[config.mk]
export PLATFORM = sky130hd
export DESIGN_NAME = wb_master_arbiter
export DESIGN_NICKNAME = d
export VERILOG_FILES = /design/src/rtl/wb_master_arbiter.sv
export SDC_FILE = /design/constraint.sdc
export NUM_CORES = 1
export LEC_CHECK = 0
export BUFFER_PORTS_ARGS = -buffer_cell sky130_fd_sc_hd__clkbuf_2
export CAP_MARGIN = 20
export CORE_ASPECT_RATIO = 1.4
export CORE_MARGIN = 2
export CORE_UTILIZATION = 40
export CTS_CLUSTER_SIZE = 30
export DETAILED_ROUTE_END_ITERATION = 12
export GPL_TIMING_DRIVEN = 0
export HOLD_SLACK_MARGIN = 0.02
export PLACE_DENSITY = 0.85
export SYNTH_ARGS = -nofsm -noshare
export SYNTH_HDL_FRONTEND = slang
export SYNTH_SLANG_ARGS = --single-unit
[constraint.sdc]
create_clock -name clk -period 2.8 [get_ports clk]
set_input_delay 0.14 -clock clk [delete_from_list [all_inputs] [get_ports clk]]
set_output_delay 0.14 -clock clk [all_outputs]
set_load 0.005 [all_outputs]
[src/rtl/wb_master_arbiter.sv]
// wb_master_arbiter: two-master round-robin Wishbone arbiter with address
// translation onto SLAVE_BASE and a per-transfer watchdog.
`default_nettype none

module wb_master_arbiter #(
  parameter int          ADDR_WIDTH = 16,
  parameter int          DATA_WIDTH = 16,
  parameter logic [31:0] SLAVE_BASE = 32'h40000000,
  parameter int          TIMEOUT    = 255
) (
  input  logic                    clk,
  input  logic                    reset,
  input  logic [ADDR_WIDTH-1:0]   m0_adr,
  input  logic [DATA_WIDTH-1:0]   m0_dat_w,
  output logic [DATA_WIDTH-1:0]   m0_dat_r,
  input  logic                    m0_we,
  input  logic                    m0_cyc,
  input  logic                    m0_stb,
  output logic                    m0_ack,
  output logic                    m0_err,
  input  logic [ADDR_WIDTH-1:0]   m1_adr,
  input  logic [DATA_WIDTH-1:0]   m1_dat_w,
  output logic [DATA_WIDTH-1:0]   m1_dat_r,
  input  logic                    m1_we,
  input  logic                    m1_cyc,
  input  logic                    m1_stb,
  output logic                    m1_ack,
  output logic                    m1_err,
  output logic [31:0]             s_adr,
  output logic [DATA_WIDTH-1:0]   s_dat_w,
  input  logic [DATA_WIDTH-1:0]   s_dat_r,
  output logic                    s_we,
  output logic                    s_cyc,
  output logic                    s_stb,
  output logic [DATA_WIDTH/8-1:0] s_sel,
  input  logic                    s_ack,
  input  logic                    s_err,
  output logic [1:0]              grant
);

  typedef enum logic [1:0] {
    ST_IDLE  = 2'd0,
    ST_OWN   = 2'd1,
    ST_ABORT = 2'd2
  } state_t;

  localparam logic [15:0] C_TO_LAST = 16'(TIMEOUT - 1);

  state_t                  r_state;
  logic [1:0]              r_grant;
  logic                    r_last;
  logic [15:0]             r_cnt;
  logic                    r_to_err;

  logic                    w_sel0;
  logic                    w_sel1;
  logic                    w_own_cyc;
  logic                    w_own_stb;
  logic                    w_own_we;
  logic [ADDR_WIDTH-1:0]   w_own_adr;
  logic [DATA_WIDTH-1:0]   w_own_dat;
  logic                    w_active;
  logic                    w_stall;

  assign w_sel0    = r_grant[0];
  assign w_sel1    = r_grant[1];
  assign w_own_cyc = (w_sel0 & m0_cyc) | (w_sel1 & m1_cyc);
  assign w_own_stb = (w_sel0 & m0_stb) | (w_sel1 & m1_stb);
  assign w_own_we  = (w_sel0 & m0_we)  | (w_sel1 & m1_we);
  assign w_own_adr = w_sel0 ? m0_adr   : (w_sel1 ? m1_adr   : '0);
  assign w_own_dat = w_sel0 ? m0_dat_w : (w_sel1 ? m1_dat_w : '0);

  // Slave side is live only while the owner holds cyc in OWN; ABORT keeps it idle.
  assign w_active = (r_state == ST_OWN) & w_own_cyc;
  assign w_stall  = w_active & w_own_stb & ~s_ack & ~s_err;

  assign s_cyc   = w_active;
  assign s_stb   = w_active & w_own_stb;
  assign s_we    = w_active & w_own_we;
  assign s_adr   = SLAVE_BASE + 32'(w_own_adr);
  assign s_dat_w = w_own_dat;
  assign s_sel   = '1;
  assign grant   = r_grant;

  assign m0_ack   = w_sel0 & w_active & s_ack;
  assign m1_ack   = w_sel1 & w_active & s_ack;
  assign m0_err   = w_sel0 & ((w_active & s_err) | r_to_err);
  assign m1_err   = w_sel1 & ((w_active & s_err) | r_to_err);
  assign m0_dat_r = w_sel0 ? s_dat_r : '0;
  assign m1_dat_r = w_sel1 ? s_dat_r : '0;

  always_ff @(posedge clk or negedge reset) begin
    if (!reset) begin
      r_state  <= ST_IDLE;
      r_grant  <= 2'b00;
      r_last   <= 1'b1;
      r_cnt    <= 16'd0;
      r_to_err <= 1'b0;
    end else begin
      r_to_err <= 1'b0;
      case (r_state)
        ST_IDLE: begin
          r_cnt <= 16'd0;
          // On a tie the master that did not own the port last time wins.
          if (m0_cyc && (!m1_cyc || r_last)) begin
            r_grant <= 2'b01;
            r_state <= ST_OWN;
          end else if (m1_cyc) begin
            r_grant <= 2'b10;
            r_state <= ST_OWN;
          end
        end
        ST_OWN: begin
          if (!w_own_cyc) begin
            r_last  <= w_sel1;
            r_grant <= 2'b00;
            r_cnt   <= 16'd0;
            r_state <= ST_IDLE;
          end else if (w_stall) begin
            // Abort after TIMEOUT stalled cycles; the err pulse and the idle
            // slave bus appear together in the first ABORT cycle.
            if (r_cnt == C_TO_LAST) begin
              r_cnt    <= 16'd0;
              r_to_err <= 1'b1;
              r_state  <= ST_ABORT;
            end else begin
              r_cnt <= r_cnt + 16'd1;
            end
          end else begin
            r_cnt <= 16'd0;
          end
        end
        ST_ABORT: begin
          if (!w_own_cyc) begin
            r_last  <= w_sel1;
            r_grant <= 2'b00;
            r_state <= ST_IDLE;
          end
        end
        default: begin
          r_grant <= 2'b00;
          r_state <= ST_IDLE;
        end
      endcase
    end
  end

endmodule

`default_nettype wire

---- Word level (Yosys, flattened, before mapping) ----
Cells that the tools add are included.
word-level totals
  register bits ........................... 22
  bits of input ports ..................... 90
  output and inout port bits .............. 91
  logic and storage cells ................. 73
cells by class
  add/sub/neg operators ................... 2
  equality and inequality tests ........... 8
  mux-type cells .......................... 24
  bitwise logic cells ..................... 25
  reduce and logical (&&, ||, !) cells .... 9
operators by type and width
  kind                                                    count
  two-way mux 16 bit                                      9
  adder 31 x 16 -> 32 bit (first input constant)          1
  case mux 16 bit (2 select lines)                        1
  bitwise AND 1 bit                                       18
  adder 16 x 1 -> 16 bit (second input constant)          1
  == test 16 x 8 -> 1 bit (second input constant)         1
  two-way mux 2 bit                                       8
  inequality test 3 bit (second input constant)           2
  case mux 2 bit (3 select lines)                         1
  two-way mux 1 bit                                       4
  inequality test 2 bit (second input constant)           2
  OR 1 bit                                                4
  case mux 2 bit (2 select lines)                         1
  AND reduction 2 bit                                     2
  AND reduction 4 bit                                     1
  inequality test 3 x 2 -> 1 bit (second input constant)  1
  inverter 1 bit                                          3
  == test 2 x 1 -> 1 bit (second input constant)          1
  == test 2 bit (second input constant)                   1
  zero test 2 bit                                         1
  nonzero test 2 bit                                      1
  OR reduction 2 bit                                      1
  logical AND 1 bit                                       1
  zero test 1 bit                                         1
  logical OR 1 bit                                        1

---- Longest topological paths before layout ----
Gate-level depths: netlist of run 1.
  depth in word-level cells ............... 9
  gate-level depth with buffers ........... 7
  mapped depth without buffers ............ 6

---- Least setup slack after synthesis of run 1 ----
Ideal clock, no wire load.
  path type ............................... reg2reg
  start ................................... register r_cnt[0]
  end ..................................... register r_state[0]
  setup time .............................. 0.125 ns
  data arrival time ....................... 1.626 ns
  data required time ...................... 2.675 ns
  path slack .............................. 1.049 ns
  cell stages (with the launch flop) ...... 8
  path buffers ............................ 1
  clock period less this slack ............ 1.751 ns
  cell sequence ........................... dfrtp_1 -> inv_1 -> ha_1 -> and4b_1 -> and4b_1 -> clkbuf_2 -> o211ai_1 -> mux2_2
on the way
  word-level cells in the longest chain between the ends .. 3
RTL lines
  item                                             line  source
  start: declaration                               52    logic [15:0] r_cnt;
  start signal: assignment                         127   r_cnt <= r_cnt + 16'd1;
  == test 16 x 8 -> 1 bit                          122   if (r_cnt == C_TO_LAST) begin
  inequality test 3 x 2 -> 1 bit (no source line)  n/a
  AND reduction 4 bit (no source line)             n/a
  end signal: assignment                           118   r_state <= ST_IDLE;
  end signal: assignment                           125   r_state <= ST_ABORT;
  end signal: assignment                           137   r_state <= ST_IDLE;
  end: declaration                                 49    state_t r_state;
Every way passes these cells.
A chain may end at the register's enable or synchronous reset.

---- Worst setup path after layout of run 1 ----
  start ................................... register r_grant[1] (netlist: grant[1])
  end ..................................... output port m1_err
on the way
  word-level cells in the longest chain between the ends .. 6
RTL lines
  item                      line  source
  start: declaration        50    logic [1:0] r_grant;
  start signal: assignment  95    r_grant <= 2'b00;
  start signal: assignment  106   r_grant <= 2'b01;
  start signal: assignment  109   r_grant <= 2'b10;
  bitwise AND 1 bit         67    assign w_own_cyc = (w_sel0 & m0_cyc) | (w_sel1 & m1_cyc);
  OR 1 bit                  67
  bitwise AND 1 bit         74    assign w_active = (r_state == ST_OWN) & w_own_cyc;
  bitwise AND 1 bit         88    assign m1_err = w_sel1 & ((w_active & s_err) | r_to_err);
  OR 1 bit                  88
  bitwise AND 1 bit *       88
  end: declaration          28    output logic m1_err,
Mark *: on every way between the ends. The rest lies on a longest branch, timed or not.

==> flow_summary_export.csv, run 1 <==
group,metric,value,unit
finish,design_area,3110,um2
finish,final_cell_mix,"clkbuf_2 (164), a22o_1 (36), and2_1 (33)",
grt,gr-total-overflow,0,
worst_setup_path,path_cells,"clkbuf_2 -> a22o_1 -> nand2_1 -> inv_1 -> a21oi_1 -> nor2b_1 -> clkbuf_2",
grt,grt_first_pass_wirelength,12.4,mm
die,die-area,5800,um2
pwr,comb_power_share,0.659,
worst_setup_path,path_common_cell,"clkbuf_2",
sta,rsz0062_at_grt,"no",
yosys,async_reset_ff_frac,1.00,
pwr,seqPwrFrac,0.188,
yosys,synth_top_family_by_area,"simple AND/OR/NAND/NOR gates",
grt,antenna_found_initial,0,
finish,final_common_cell,"clkbuf_2",
die,io_pins,181,
grt,grt_pass1_vias,2505,
placed_design,dp_cells,494,
yosys,ys_ff_latch,22,
yosys,synthMuxAreaShare,0.00542,
worst_setup_path,worst_path_max_delay_cell,"dfrtp_1",
placed_design,place.detailed.hpwl,6.98,mm
yosys,synth_xor_xnor_area_share,0.0211,
worst_setup_path,crit_type,"register to output port",
worst_setup_path,worstPathMaxFanout,8,
yosys,synth-seq-area-share,0.265,
cts,ctsHoldBuffers,1,
run,maxCapViolCount,0,
finish,diodes,0,
sta,holdWs,0.241,ns
finish,nets,529,
die,start_util,0.409,
sta,setup_ws,0.670,ns
yosys,syn-instance-count,250,
sta,relSlewSlack,0.634,
pwr,pwr-share-clk,0.153,
worst_setup_path,worstPathArrival,1.99,ns
yosys,yosys.area_share.simple,0.308,
sta,finalSetupViolCount,0,
pwr,irDropWorstVdd,0.429,mV
yosys,synth_flop_cell,"dfrtp_1",
route,drc,0,
yosys,synth_area,2080,um2
die,coreArea,5080,um2
worst_hold_path,worst_hold_path_type,"input port to register",
sta,skew,0.00701,ns
finish,final_core_util,0.613,
pwr,cellLeakagePower,1.71,nW
yosys,syn_area_per_cell,8.32,um2
sta,timing.fmax,0.470,GHz
sta,slew_viol_final,0,
sta,finalHoldViolCount,0,
grt,grt_usage,0.281,
yosys,synth_warnings,0,
worst_setup_path,end_kind,"output port",
cts,cts_sinks,22,
pwr,power.density,641,nW/um2
pwr,swShare,0.421,
placed_design,place_ws,0.863,ns
worst_setup_path,start_kind,"register",
yosys,synth_edf_count,0,
status,outcome,"finished, final reports clean",
placed_design,io_buffers,162,
cts,root_buffer,"clkbuf_8",
worst_setup_path,r2r_end,"r_state[0]",
worst_setup_path,r2r_setup_slack,0.80,ns
pwr,power,2.00,mW
cts,path_clk_slew,0.09,ns
worst_setup_path,timing.critical_path.from,"grant[1]",
cts,clk_latency,0.27,ns
route,dr.pass1.iters,8,
yosys,synth_compound_area_frac,0.255,
die,die_h,89.3,um
grt,grt_max_degree,23,
cts,cts_resized,0,
route,antenna_left,0,
sta,worst_slew_pin_slew,0.550,ns
pwr,p_int,1.15,mW
route,num_vias,2725,
cts,cts_tree,"done",
cts,cts_setup_buffers,0,
finish,layout-drive-gt1-share,0.455,
finish,syn2layout_area_growth,49.8,%
route,drt-total-wl,8.34,mm
route,drtIter0Drc,142,
die,die_w,64.9,um
worst_setup_path,crit_end,"m1_err",
cts,ctsLongestPathBuffers,2,
cts,cts_max_level,1,
yosys,synth_adder_area_share,0.0301,
route,routedWlPerCell,16.7,um
sta,post-route-period-util,0.761,
finish,final_cell_count_no_fill,499,
cts,cts_buffers,3,
die,row_count,31,
placed_design,place_area,3030,um2
worst_setup_path,reg2reg_depth,7,
yosys,yosys.cell_types.count,49,
pwr,p_switching,840,uW
worst_setup_path,slowest_delay,0.40,ns
worst_setup_path,crit_required,2.66,ns
worst_setup_path,r2r-start,"r_cnt[0]",
worst_hold_path,hold_depth,3,
placed_design,place_congestion,0.919,
route,vias_per_cell,5.46,
sta,setup_tns,0,ns
sta,fin_crit,2.13,ns
-- cell type report --
cell class / instances / area [um2]
multi-input cells: 203 / 1360
fillers: 473 / 1970
repair buffers: 163 / 821
flip-flops and latches: 22 / 552
plain buffers: 34 / 206
inverters: 7 / 26.3
clock inverters: 1 / 30.0
clock buffers: 3 / 41.3
well taps: 66 / 82.6
-- cells in the mapped netlist, drive strengths merged, types with 5 or more instances --
cell	count	area share
dfrtp	21	0.25
buf	21	0.075
ha	5	0.030
nand2	10	0.018
a22o	36	0.15
nor2	17	0.031
a31oi	7	0.021
xnor2	5	0.021
nor4	5	0.022
and2	33	0.099
clkbuf	13	0.025
a21oi	7	0.019
inv	7	0.013
and3	5	0.015
o21ai	6	0.014
or3	5	0.015
nand4	5	0.022
-- how the worst min path moves through the flow --
stage	from	end	slack (ns)
final	m1_cyc	r_last	0.24
after global routing	m1_cyc	r_last	0.27
after CTS	m1_cyc	r_last	0.24
after detailed placement	reset	r_cnt[8]	0.15
after global placement	reset	r_cnt[8]	0.15
after floorplan	reset	grant[0]	-0.16
-- cells by family (layout without fill, tap and decap cells) --
group | count (synthesis) | after routing
other | 2 | 18
and+or+nand+nor | 105 | 105
xor gates and xnor gates | 5 | 5
adders and majority gates | 5 | 5
muxes | 1 | 1
DFF | 22 | 22
AOI/OAI and AO/OA | 69 | 69
buffers and inverters | 41 | 208
-- per-layer routing --
layer	up-vias	track usage	wire length (um)
met5	-	0	0
li1	1252	-	-
met3	18	0.0718	1070
met4	0	0.0619	142
met2	201	0.494	4100
met1	1254	0.347	3020
-- sequential cells by signal, summed over array words and instances (netlist names) --
register,flops
grant,2
r_cnt,16
r_last,1
r_state,2
r_to_err,1
-- power groups by stage --
| stage | logic [mW] | clock network [mW] | registers, mW |
|---|---|---|---|
| 2_1_floorplan | 0.730 | 0 | 0.374 |
| 3_3_place_gp | 1.28 | 0 | 0.380 |
| 3_5_place_dp | 1.30 | 0 | 0.380 |
| 4_1_cts | 1.30 | 0.307 | 0.374 |
| 5_1_grt | 1.44 | 0.312 | 0.378 |
| 6_report | 1.31 | 0.306 | 0.375 |
-- critical path, delay by kind of cell (launching register included) --
family	cells	cell delay [ns]
compound gates	2	0.60
flops	1	0.40
buf+inv	3	0.42
simple gates	2	0.28
No activity file was read; power rests on OpenSTA's default activity.
==> inputs of run 2 (changes only) <==
--- a/config.mk
+++ b/config.mk
@@ -5,16 +5,17 @@
 export SDC_FILE = /design/constraint.sdc
 export NUM_CORES = 1
 export LEC_CHECK = 0
+export ABC_AREA = 1
 export BUFFER_PORTS_ARGS = -buffer_cell sky130_fd_sc_hd__clkbuf_2
 export CAP_MARGIN = 20
 export CORE_ASPECT_RATIO = 1.4
 export CORE_MARGIN = 2
-export CORE_UTILIZATION = 40
+export CORE_UTILIZATION = 37
 export CTS_CLUSTER_SIZE = 30
 export DETAILED_ROUTE_END_ITERATION = 12
 export GPL_TIMING_DRIVEN = 0
 export HOLD_SLACK_MARGIN = 0.02
-export PLACE_DENSITY = 0.85
+export PLACE_DENSITY = 0.8
 export SYNTH_ARGS = -nofsm -noshare
 export SYNTH_HDL_FRONTEND = slang
 export SYNTH_SLANG_ARGS = --single-unit
==> constraint.sdc (replaced) <==
create_clock -name clk -period 1.8 [get_ports clk]
set_input_delay 0.09 -clock clk [delete_from_list [all_inputs] [get_ports clk]]
set_output_delay 0.09 -clock clk [all_outputs]
set_load 0.005 [all_outputs]
==> run 2 against run 1 <==
Worst hold slack lost 0.053 ns. Setup slack lost 0.56 ns. Cell area grew 8.4%. Cell count grew 34%. Die area grew 20%. Critical path type unchanged. Highest routed layer unchanged.
==> flow_summary_export.csv, run 2 <==
group,metric,value,unit
route,vias_per_cell,4.70,
cts,ctsLongestPathBuffers,2,
worst_setup_path,end_kind,"output port",
sta,fin_crit,1.69,ns
yosys,yosysTopAreaCellShare,0.249,
die,coreArea,6170,um2
worst_setup_path,worstPathArrival,1.60,ns
finish,largest_reg_flops,16,
route,num_vias,3150,
grt,grt_pass1_vias,3016,
route,antenna_left,0,
pwr,power,3.50,mW
sta,finalSetupViolCount,0,
sta,relSlewSlack,0.611,
yosys,synth_flop_cell,"dfrtp_1",
route,drt-total-wl,9.28,mm
cts,cts_tree,"done",
yosys,synth_edf_count,0,
grt,grt_max_degree,23,
sta,finalHoldViolCount,0,
yosys,yosys.cell_types.count,28,
worst_hold_path,hold_depth,4,
cts,cts_sinks,22,
sta,slew_viol_final,0,
sta,skew,0.00751,ns
grt,gr-total-overflow,0,
yosys,ys_ff_latch,22,
finish,final_cell_mix,"clkbuf_2 (166), nand2_1 (155), inv_1 (60)",
placed_design,place_congestion,0.960,
placed_design,place.detailed.hpwl,7.95,mm
yosys,yosysMostFrequentCell,"nand2_1",
sta,worst_slew_pin_slew,0.584,ns
cts,cts_max_level,1,
yosys,syn-instance-count,414,
worst_setup_path,start_kind,"register",
yosys,synthTopCellsByCount,"nand2_1 (155), inv_1 (60), nand3_1 (56), nor2_1 (28), dfrtp_1 (21)",
cts,root_buffer,"clkbuf_8",
yosys,synth_xor_xnor_area_share,0.0150,
grt,antenna_found_initial,1,
finish,design_area,3380,um2
finish,syn2layout_area_growth,44.4,%
grt,grt_usage,0.257,
yosys,synth_top_family_by_area,"simple AND/OR/NAND/NOR gates",
yosys,synth.top_cells.by_area,"nand2_1 (25%), dfrtp_1 (22%), nand3_1 (12%)",
cts,path_clk_slew,0.08,ns
yosys,async_reset_ff_frac,1.00,
route,drtIter0Drc,114,
die,die_h,98.1,um
run,maxCapViolCount,0,
yosys,yosysTopAreaCell,"nand2_1",
cts,cts_buffers,3,
finish,nets,693,
worst_setup_path,reg2reg_depth,7,
finish,layout-drive-gt1-share,0.338,
pwr,irDropWorstVdd,0.532,mV
die,die-area,6980,um2
finish,largest-register,"r_cnt",
yosys,synth_area,2340,um2
die,die_w,71.2,um
grt,grt_first_pass_wirelength,14.4,mm
sta,post-route-period-util,0.936,
worst_setup_path,r2r_setup_slack,0.17,ns
yosys,synth_warnings,0,
route,drc,0,
pwr,cellLeakagePower,2.26,nW
status,outcome,"finished, final reports clean",
yosys,synth-seq-area-share,0.236,
yosys,synth_adder_area_share,0.0268,
yosys,synthMuxAreaShare,0,
worst_hold_path,worst_hold_path_type,"input port to register",
yosys,yosys.area_share.simple,0.482,
placed_design,place_ws,-0.136,ns
yosys,syn_area_per_cell,5.65,um2
cts,clk_latency,0.27,ns
worst_setup_path,crit_type,"register to output port",
sta,setup_ws,0.114,ns
yosys,synth_compound_area_frac,0.0503,
sta,rsz0062_at_grt,"no",
sta,timing.fmax,0.593,GHz
route,routedWlPerCell,13.8,um
die,io_pins,181,
worst_setup_path,worstPathMaxFanout,16,
worst_setup_path,crit_required,1.71,ns
die,row_count,34,
placed_design,place_area,3300,um2
placed_design,io_buffers,162,
finish,final_common_cell,"clkbuf_2",
route,dr.pass1.iters,5,
die,start_util,0.379,
pwr,power.density,1040,nW/um2
==> run 2: cell count changes in the layout (fill, tap and decap cells not counted), moves of 11 or more <==
cell     change
nand2_1    +145
inv_1       +53
nand3_1     +52
a22o_1      -36
and2_1      -31
nor2_1      +11
==> run 2: area by class of cell <==
cell class / instances / area, um2
repair buffers: 165 / 836
diodes: 1 / 2.50
clock buffers: 4 / 45.0
inverters: 62 / 233
multi-input cells: 312 / 1420
well taps: 72 / 90.1
fillers: 647 / 2790
plain buffers: 32 / 201
flip-flops and latches: 22 / 552
==> run 2: cells by family after synthesis <==
logic type                 after synthesis
AOI/OAI and AO/OA                       23
xor gates and xnor gates                 4
adders and majority gates                5
buffers and inverters                   96
DFF                                     22
other                                    2
and+or+nand+nor                        262
==> run 2: stage by stage <==
step           TNS, ns  instances  hold slack (ns)   util
6_report             0        670            0.188  0.547
5_1_grt              0        669            0.209  0.547
4_1_cts              0        668            0.192  0.544
3_5_place_dp    -0.960        664            0.128  0.535
3_3_place_gp    -0.697        664            0.113  0.535
2_1_floorplan        0        430           -0.206      -
==> run 2: routing by layer <==
| layer | up-vias | global-route usage | share of wire |
|---|---|---|---|
| li1 | 1610 | - | - |
| met1 | 1389 | 0.289 | 0.38 |
| met2 | 136 | 0.449 | 0.49 |
| met3 | 15 | 0.0960 | 0.11 |
| met4 | 0 | 0.0711 | 0.021 |
| met5 | - | 0 | 0 |
==> run 2: what timing repair did <==
| action | in CTS | in global routing |
|---|---|---|
| setup endpoints to repair | 11 | 49 |
| gates resized for setup | 1 | 9 |
| hold buffers | 1 | 0 |
| setup buffers | 0 | 2 |
| endpoints found under the hold margin | 21 | 0 |
| pin swaps | 0 | 1 |
==> run 2: power by group <==
part	switching, mW	internal [mW]	total (mW)
combinational	1.61	0.973	2.58
clock	0.164	0.158	0.322
sequential	0.0381	0.558	0.596
total	1.81	1.69	3.50
==> run 2: critical path, stage by stage, from the launching register on <==
cell and delay (ns):
dfrtp_1 0.35, buf_4 0.22, nand2_2 0.08, nand2_2 0.11, nand2_4 0.09, o21bai_1 0.13, inv_1 0.06, nor2_1 0.14
clkbuf_2 0.15
==> run 2: final timing paths <==
kind	startpoint	to
min reg2reg	r_last	r_last
min in group asynchronous	reset	r_cnt[4]
max reg2reg	grant[1]	r_cnt[2]
min	m0_cyc	r_last
max in group asynchronous	reset	r_cnt[12]
max	grant[1]	m1_err
